`src/rtl/inst_fetch_if.sv`:
```
// Bus between the fetch stage, the instruction ROM and the decode stage.
// The master modport is the fetch stage side.
`timescale 1ns/1ps
interface inst_fetch_if #(
    parameter int PC_W   = 32,
    parameter int ROM_AW = 16
);
    logic              stall_i;
    logic              redirect_i;
    logic [PC_W-1:0]   redirect_pc_i;
    logic              rom_en_o;
    logic [ROM_AW-1:0] rom_addr_o;
    logic [31:0]       rom_data_i;
    logic [31:0]       inst_o;
    logic [PC_W-1:0]   inst_pc_o;
    logic              inst_valid_o;

    modport master (
        input  stall_i, redirect_i, redirect_pc_i, rom_data_i,
        output rom_en_o, rom_addr_o, inst_o, inst_pc_o, inst_valid_o
    );

    modport slave (
        output stall_i, redirect_i, redirect_pc_i, rom_data_i,
        input  rom_en_o, rom_addr_o, inst_o, inst_pc_o, inst_valid_o
    );
endinterface

```
`src/rtl/inst_fetch.sv`:
```
// Instruction fetch stage: owns the PC, drives a 1-cycle-latency ROM and pairs
// each returned word with its PC, with a stall hold buffer and zero-bubble redirect.
`timescale 1ns/1ps
module inst_fetch #(
    parameter int              PC_W     = 32,
    parameter int              ROM_AW   = 16,
    parameter logic [PC_W-1:0] RESET_PC = '0
) (
    input  logic        clk,
    input  logic        reset,
    inst_fetch_if.master bus
);
    logic [PC_W-1:0] r_pc;
    logic [PC_W-1:0] r_out_pc;
    logic            r_out_valid;
    logic [31:0]     r_hold;
    logic            r_hold_sel;

    logic [PC_W-1:0] w_tgt;
    logic            w_fire;
    logic [PC_W-1:0] w_issue_pc;

    assign w_tgt      = bus.redirect_pc_i & ~PC_W'(3);
    assign w_fire     = ~bus.stall_i | bus.redirect_i;
    assign w_issue_pc = bus.redirect_i ? w_tgt : r_pc;

    // While in reset the ROM keeps reading the reset vector, independent of stall/redirect.
    assign bus.rom_en_o   = ~reset | w_fire;
    assign bus.rom_addr_o = reset ? w_issue_pc[ROM_AW+1:2] : RESET_PC[ROM_AW+1:2];

    assign bus.inst_o       = r_hold_sel ? r_hold : bus.rom_data_i;
    assign bus.inst_pc_o    = r_out_pc;
    assign bus.inst_valid_o = r_out_valid & ~bus.redirect_i;

    // On the first stalled edge the ROM word is captured, so the ROM may change underneath.
    always_ff @(posedge clk or negedge reset) begin
        if (!reset) begin
            r_pc        <= RESET_PC;
            r_out_pc    <= '0;
            r_out_valid <= 1'b0;
            r_hold      <= '0;
            r_hold_sel  <= 1'b0;
        end else if (w_fire) begin
            r_pc        <= w_issue_pc + PC_W'(4);
            r_out_pc    <= w_issue_pc;
            r_out_valid <= 1'b1;
            r_hold_sel  <= 1'b0;
        end else if (!r_hold_sel) begin
            r_hold      <= bus.rom_data_i;
            r_hold_sel  <= 1'b1;
        end
    end
endmodule
```
`src/flat_wrapper.sv`:
```
// flat-port wrapper written by rule: the top's interface ports become plain ports
module inst_fetch_flat 
#(
    parameter int              PC_W     = 32,
    parameter int              ROM_AW   = 16,
    parameter logic [PC_W-1:0] RESET_PC = '0
)
  (clk, reset, bus_stall_i, bus_redirect_i, bus_redirect_pc_i, bus_rom_data_i, bus_rom_en_o, bus_rom_addr_o, bus_inst_o, bus_inst_pc_o, bus_inst_valid_o);
  inst_fetch_if #(.PC_W(PC_W), .ROM_AW(ROM_AW)) bus_i ();
  input  logic clk;
  input  logic reset;
  input wire logic [$bits(bus_i.stall_i)-1:0] bus_stall_i;
  input wire logic [$bits(bus_i.redirect_i)-1:0] bus_redirect_i;
  input wire logic [$bits(bus_i.redirect_pc_i)-1:0] bus_redirect_pc_i;
  input wire logic [$bits(bus_i.rom_data_i)-1:0] bus_rom_data_i;
  output wire logic [$bits(bus_i.rom_en_o)-1:0] bus_rom_en_o;
  output wire logic [$bits(bus_i.rom_addr_o)-1:0] bus_rom_addr_o;
  output wire logic [$bits(bus_i.inst_o)-1:0] bus_inst_o;
  output wire logic [$bits(bus_i.inst_pc_o)-1:0] bus_inst_pc_o;
  output wire logic [$bits(bus_i.inst_valid_o)-1:0] bus_inst_valid_o;
  assign bus_i.stall_i = bus_stall_i;
  assign bus_i.redirect_i = bus_redirect_i;
  assign bus_i.redirect_pc_i = bus_redirect_pc_i;
  assign bus_i.rom_data_i = bus_rom_data_i;
  assign bus_rom_en_o = bus_i.rom_en_o;
  assign bus_rom_addr_o = bus_i.rom_addr_o;
  assign bus_inst_o = bus_i.inst_o;
  assign bus_inst_pc_o = bus_i.inst_pc_o;
  assign bus_inst_valid_o = bus_i.inst_valid_o;
  inst_fetch #(.PC_W(PC_W), .ROM_AW(ROM_AW), .RESET_PC(RESET_PC)) u_core (.clk(clk), .reset(reset), .bus(bus_i));
endmodule
```
`config.mk`:
```
export PLATFORM = sky130hd
export DESIGN_NAME = inst_fetch_flat
export DESIGN_NICKNAME = d
export VERILOG_FILES = /design/src/rtl/inst_fetch_if.sv /design/src/rtl/inst_fetch.sv /design/src/flat_wrapper.sv
export SDC_FILE = /design/constraint.sdc
export NUM_CORES = 1
export LEC_CHECK = 0
export ABC_AREA = 1
export CAP_MARGIN = 30
export CORE_MARGIN = 5
export CORE_UTILIZATION = 41
export CTS_BUF_LIST = sky130_fd_sc_hd__clkbuf_8
export CTS_CLUSTER_DIAMETER = 50
export DETAILED_ROUTE_END_ITERATION = 8
export DONT_BUFFER_PORTS = 1
export GPL_TIMING_DRIVEN = 0
export HOLD_SLACK_MARGIN = 0.1
export PLACE_DENSITY_LB_ADDON = 0.15
export SKIP_LAST_GASP = 1
export SLEW_MARGIN = 20
export SYNTH_ARGS = -nofsm -noshare
export SYNTH_HDL_FRONTEND = slang
export SYNTH_SLANG_ARGS = --single-unit
```
`constraint.sdc`:
```
create_clock -name clk -period 1.85 [get_ports clk]
set_clock_uncertainty 0.05 [all_clocks]
set_input_delay 0.555 -clock clk [delete_from_list [all_inputs] [get_ports clk]]
set_output_delay 0.555 -clock clk [all_outputs]
set_load 0.05 [all_outputs]
```
==> impl_results.md, run 1 <==
- Critical path launch point: u_core.r_hold_sel
- Slew @ Worst Pin: 0.695 ns
- Worst VDD drop: 0.000420 V
- Rel. slew slack: 53.7%
- Fmax: 474 MHz
- # setup viols final: 33
- Final Max Tran Viols: 0
- Chip width: 124 um
- Final hold viol count: 94
- Cell variety after synth: 28
- Clock transition at the registers of the reported paths: 0.09 ns
- DR vias/cell: 5.27
- GRT Util Overall: 22.4%
- Largest net degree at the start of global routing: 97
- Fillers: 1206
- Area contributors post-synth: dfrtp_1 44%, nand2_1 16%, nor2_1 8.0%
- #FFs+latches synth: 94
- WL per Instance: 17.3 um
- Final worst slack: -0.261 ns
- Dpl ws: -0.307 ns
- 1st-iter DRT viols: 377
- Minimum clock period: 2.11 ns
- CP Data Required Time: 1.24 ns
- Worst Hold Class: in2async
- CTS buffer count: 9
- Dpl cells: 916
- Routed WL: 16800 um
- Period Utilization, post-route: 114%
- Via count: 5120
- Max Cap Violations: 0
- Post-synth ARST share: 100%
- Worst R2R Start: u_core.r_pc[2]
- Nets: 865
- Area occupied by multi-input gates: 0.00315 sq mm
- Clk_lat worst skew: 0.37 ns
- Final hold slack: -0.178 ns
- Ys flop type: dfrtp_1
- Top cell type by total area after synthesis: dfrtp_1
- CP Max Fanout: 6
- CP endpoint kind: primary output
- Register area share after synthesis: 44.1%
- CTS tree: done
- Share of post-route cells with drive strength above 1: 28.5%
- Synth top area share: 44.1%
- Cell Area, Synth: 0.00533 sq mm
- # rows: 41
- Total number of clock tree sinks: 94
- Detail Placement HPWL: 11900 um
- Remaining routing DRC violations: 0
- Clk buf depth: 2
- Ys Warns: 0
- Die Span Y: 124 um
- Root Buffer Master: clkbuf_8
- First-pass GRT wire length: 26800 um
- Cell count after synthesis: 743
- Ant diodes: 0
- PwrDens: 835 mW/mm^2
- Top-count cell post-synth: nand2_1
- Register area: 0.00235 sq mm
- Leakage: 0.00315 uW
- I/O pin total: 150
- GRT overflow: 0
- Core ar.: 0.0127 sq mm
- Area delta synth->final: 29.7%
- Vias in the first global route: 5242
- DIE AREA: 0.0154 sq mm
- Mapped Avg Cell Area: 7.18 sq um
- Setup TNS: -7.77 ns
- Final GP Congestion: 0.880
- Crit Path Class: reg2out
- Post-synth top cells: 226 x nand2_1, 113 x nor2_1, 94 x dfrtp_1
- PortBufs: 0
- Drt pass-1 iters: 5
- H-Tree Depth: 3
- Status: finished with violations
- Number of nets with antenna violations after routing: 0
- Antenna violations before repair: 0
- Failing checks: hold timing, setup timing
- Crit path DAT: 1.51 ns
- EDFF count, synth: 0
- Final Non-Filler Cells: 971
- Starting Density: 42.1%
- Crit start category: flop
- RSZ-0062 raised after global routing: yes
==> state kept, by name (all words and copies together), names as in the netlist <==
signal	count
u_core.r_hold	32
u_core.r_hold_sel	1
u_core.r_out_valid	1
u_core.r_pc	30
u_core.bus.inst_pc_o	30
==> kinds of logic (layout without fill, tap and decap cells) <==
family,count (synthesis),in the layout,share of synthesized area [%]
adders and majority gates,1,1,0.235
xor gates and xnor gates,1,1,0.164
and+or+nand+nor,446,446,37.5
buffers and inverters,101,156,8.31
AOI/OAI and AO/OA,99,99,9.64
DFF,94,94,44.1
other,1,2,0.0703
==> layout make-up <==
type                    instances  share of cell area [%]
plain buffers                  35                    4.87
clock buffers                   9                    1.79
clock inverters                 5                   0.670
inverters                      64                    3.85
multi-input cells             549                    45.6
flip-flops and latches         94                    34.0
well taps                     172                    3.11
repair buffers                 43                    6.10
==> worst paths after layout <==
path / endpoint / slack [ns] / cells after the start
worst max register to register: u_core.r_pc[20] / 0.08 / 11
worst max-delay path: bus_inst_o[22] / -0.26 / 3
min in group clk: u_core.bus.inst_pc_o[31] / 0.39 / 4
max in group asynchronous: u_core.r_hold[13] / 1.81 / 0
worst min-delay path: u_core.r_hold[6] / -0.18 / 0
worst min register to register: u_core.r_out_valid / 0.44 / 2
==> placed cells by master, fill, tap and decap left out, types with 5 or more instances in the layout <==
cell type    n
a21oi_1     10
a21oi_4     32
buf_12       7
buf_4       37
buf_8        6
clkbuf_1    12
clkbuf_8     9
dfrtp_1     93
inv_1       48
inv_2       10
inv_4        7
nand2_1    212
nand2_2     34
nand2_4     13
nand3_1     46
nand4_1      5
nor2_1      83
nor2_2      20
nor2_4      31
o21ai_0     50
==> power by group <==
group          total [uW]  leakage, uW  internal [uW]  switching, uW
combinational        1700      0.00190            527           1180
sequential           2760      0.00115           2320            439
clock                1320    0.0000987            595            720
==> what timing repair did <==
item / CTS / global route
cloned: 4 / 2
pin swaps: 35 / 47
hold endpoints to repair: 94 / 94
setup buffers: 21 / 16
resized for setup: 59 / 28
endpoints found under the setup margin: 53 / 55
==> critical path: stages, from the launching register on <==
cell       delay (ns)
dfrtp_2          0.45
buf_12           0.16
clkbuf_16        0.17
a21oi_4          0.36
==> metrics by stage <==
step | total power, uW | instance area [sq um] | utilization, %
5_1_grt | 6090 | 6910 | 54.6
4_1_cts | 5740 | 6660 | 52.6
3_5_place_dp | 4270 | 6120 | 48.3
6_report | 5770 | 6910 | 54.6
2_1_floorplan | 4020 | 5910 | -
3_3_place_gp | 4230 | 6120 | 48.3
==> layer usage <==
layer  GRT usage (%)  part of all wire, %
met5               0                    0
met3            5.04                  7.5
met4            8.49                  1.8
met1            28.3                   42
met2            37.4                   49
No activity file was read; power rests on OpenSTA's default activity.
==> run 2, diff against run 1 <==
--- a/config.mk
+++ b/config.mk
@@ -7,7 +7,7 @@
 export LEC_CHECK = 0
 export ABC_AREA = 1
 export CAP_MARGIN = 30
-export CORE_MARGIN = 5
+export CORE_MARGIN = 3
 export CORE_UTILIZATION = 41
 export CTS_BUF_LIST = sky130_fd_sc_hd__clkbuf_8
 export CTS_CLUSTER_DIAMETER = 50
@@ -16,6 +16,7 @@
 export GPL_TIMING_DRIVEN = 0
 export HOLD_SLACK_MARGIN = 0.1
 export PLACE_DENSITY_LB_ADDON = 0.15
+export REMOVE_ABC_BUFFERS = 1
 export SKIP_LAST_GASP = 1
 export SLEW_MARGIN = 20
 export SYNTH_ARGS = -nofsm -noshare
==> impl_results.md, run 2 (synthesis results as in run 1) <==
- Worst Hold Class: in2async
- Drt pass-1 iters: 4 (-1)
- DIE AREA: 0.0144 sq mm (-6.3%)
- CTS buffer count: 9 (unchanged)
- Clk buf depth: 2 (unchanged)
- Ant diodes: 0 (unchanged)
- Die Span Y: 120 um (-3.2%)
- Nets: 909 (+5.1%)
- Design area: 0.00686 sq mm (-0.80%)
- Final GP Congestion: 0.835 (-5.1%)
- Pint: 3500 uW (+1.9%)
- # setup viols final: 34 (+3.0%)
- Number of nets with antenna violations after routing: 0 (unchanged)
- Remaining routing DRC violations: 0 (unchanged)
- Via count: 5051 (-1.3%)
- Largest register by flop count: u_core.r_hold
- WL per Instance: 15.0 um (-14%)
- Clock transition at the registers of the reported paths: 0.09 ns (about the same)
- First-pass GRT wire length: 24000 um (-10%)
- Clk_lat worst skew: 0.37 ns (about the same)
- Core ar.: 0.0127 sq mm (unchanged)
- 1st-iter DRT viols: 276 (-27%)
- Placed Area: 0.00574 sq mm (-6.2%)
- Chip width: 120 um (-3.2%)
- CP Max Fanout: 24 (+18)
- Clock power share: 22.5% (-0.3 points)
- DR vias/cell: 4.97 (-5.7%)
- Final Max Tran Viols: 0 (unchanged)
- Share of post-route cells with drive strength above 1: 28.8% (+0.26 points)
- Sw power: 2240 uW (-4.2%)
- Minimum clock period: 2.11 ns (+0.000304 ns)
- Final hold viol count: 94 (unchanged)
- Leakage: 0.00328 uW (+4.3%)
- Failing checks: hold timing, setup timing
- Reg power frac: 47.9% (+0.2 points)
- CTS tree: done
- Final worst slack: -0.261 ns (-0.000304 ns)
- RSZ-0062 raised after global routing: yes
- Total number of clock tree sinks: 94 (unchanged)
- Vias in the first global route: 4853 (-7.4%)
- Commonest non-fill, non-tap cell in the layout: nand2_1
- Rel. slew slack: 65.1% (+11 points)
- Crit start category: flop
- Fmax: 474 MHz (about the same)
- Commonest non-fill, non-tap cells in the layout: 207 x nand2_1, 93 x dfrtp_1, 92 x nor2_1
- Final core occ: 54.1% (-0.43 points)
- CP endpoint kind: primary output
- GRT Util Overall: 20.8% (-1.6 points)
- Largest register FFs: 32 (unchanged)
- Root Buffer Master: clkbuf_8
- PortBufs: 0 (unchanged)
- Area delta synth->final: 28.6%
- GRT overflow: 0 (unchanged)
- Largest net degree at the start of global routing: 97 (unchanged)
- Sw frac: 39.0% (-1.5 points)
- Slew @ Worst Pin: 0.523 ns (-0.172 ns)
- Max Cap Violations: 0 (unchanged)
- Detail Placement HPWL: 9390 um (-21%)
- Final hold slack: -0.179 ns (-0.000520 ns)
- H-Tree Depth: 3 (unchanged)
- Worst VDD drop: 0.000355 V (-15%)
- Starting Density: 42.1% (unchanged)
- R2r setup slk: 0.04 ns (-0.04 ns)
- I/O pin total: 150 (unchanged)
- Period Utilization, post-route: 114% (about the same)
- PwrDens: 837 mW/mm^2 (+0.23%)
- Logic gate share of total power: 29.5% (about the same)
- Crit Path Class: reg2out
- Antenna violations before repair: 0 (unchanged)
- CP Data Required Time: 1.24 ns (about the same)
- # rows: 41 (unchanged)
- Crit path DAT: 1.51 ns (about the same)
- Routed WL: 15200 um (-9.6%)
- Status: finished with violations
## run 2: cell count changes in the layout (fill, tap and decap cells not counted), sizes merged
cell    change
buf        +59
bufinv      -1
clkbuf     -13
clkinv      +2
inv         -2
## run 2: worst max-delay path, stage by stage (launching register included)
cell and delay (ns):
dfrtp_2 0.49, clkbuf_16 0.22, a21oi_1 0.19, buf_4 0.23
## run 2: per-layer routing
layer / GRT usage (%) / share of wire (%) / vias to the layer above
li1: - / - / 2518
met1: 27.4 / 44 / 2388
met2: 33.5 / 48 / 128
met3: 4.48 / 6.0 / 17
met4: 8.02 / 1.6 / 0
met5: 0 / 0 / -
## run 2: power by group through the flow
stage	clock network (uW)	logic, uW	registers [uW]
2_1_floorplan	0	996	2760
3_3_place_gp	0	1140	2800
3_5_place_dp	0	1300	2790
4_1_cts	1350	1540	2750
5_1_grt	1430	1850	2780
6_report	1290	1700	2750
## run 2: metrics by stage
step | cells | hold WS, ns | total power, uW | worst slack, ns | TNS [ns]
global route | 1016 | -0.207 | 6070 | -0.335 | -10.44
floorplan | 707 | 0.209 | 3760 | -3.39 | -250.95
global placement | 879 | 0.212 | 3930 | -5.63 | -464.76
finish | 1016 | -0.179 | 5740 | -0.261 | -7.47
detailed placement | 932 | 0.212 | 4090 | -1.34 | -91.26
CTS | 991 | -0.205 | 5640 | -0.273 | -7.94
## run 2: final cells by class
cell class / count / area, sq um
Fill cell: 1209 / 5810
Multi-Input combinational cell: 549 / 2830
Sequential cell: 94 / 2350
Timing Repair Buffer: 121 / 966
Inverter: 64 / 308
Tap cell: 172 / 215
Clock buffer: 12 / 165
Clock inverter: 3 / 12.5
Timing Repair inverter: 1 / 8.76
## run 2: path summary, 6_finish.rpt
kind / from / to / cells after the start
setup / recovery: u_core.r_hold_sel / bus_inst_o[24] / 3
setup reg to reg: u_core.r_pc[2] / u_core.r_pc[20] / 12
hold reg to reg: u_core.r_pc[3] / u_core.r_pc[3] / 2
max in group asynchronous: reset / u_core.r_pc[21] / 0
hold / removal: reset / u_core.r_hold[1] / 0
min in group clk: bus_redirect_pc_i[31] / u_core.bus.inst_pc_o[31] / 4
## run 2: repair_timing
action	CTS	global route
cloned	1	1
hold endpoints to repair	94	94
gates resized for setup	74	45
pin swaps	33	47
buffers inserted	43	27
endpoints found under the setup margin	143	68
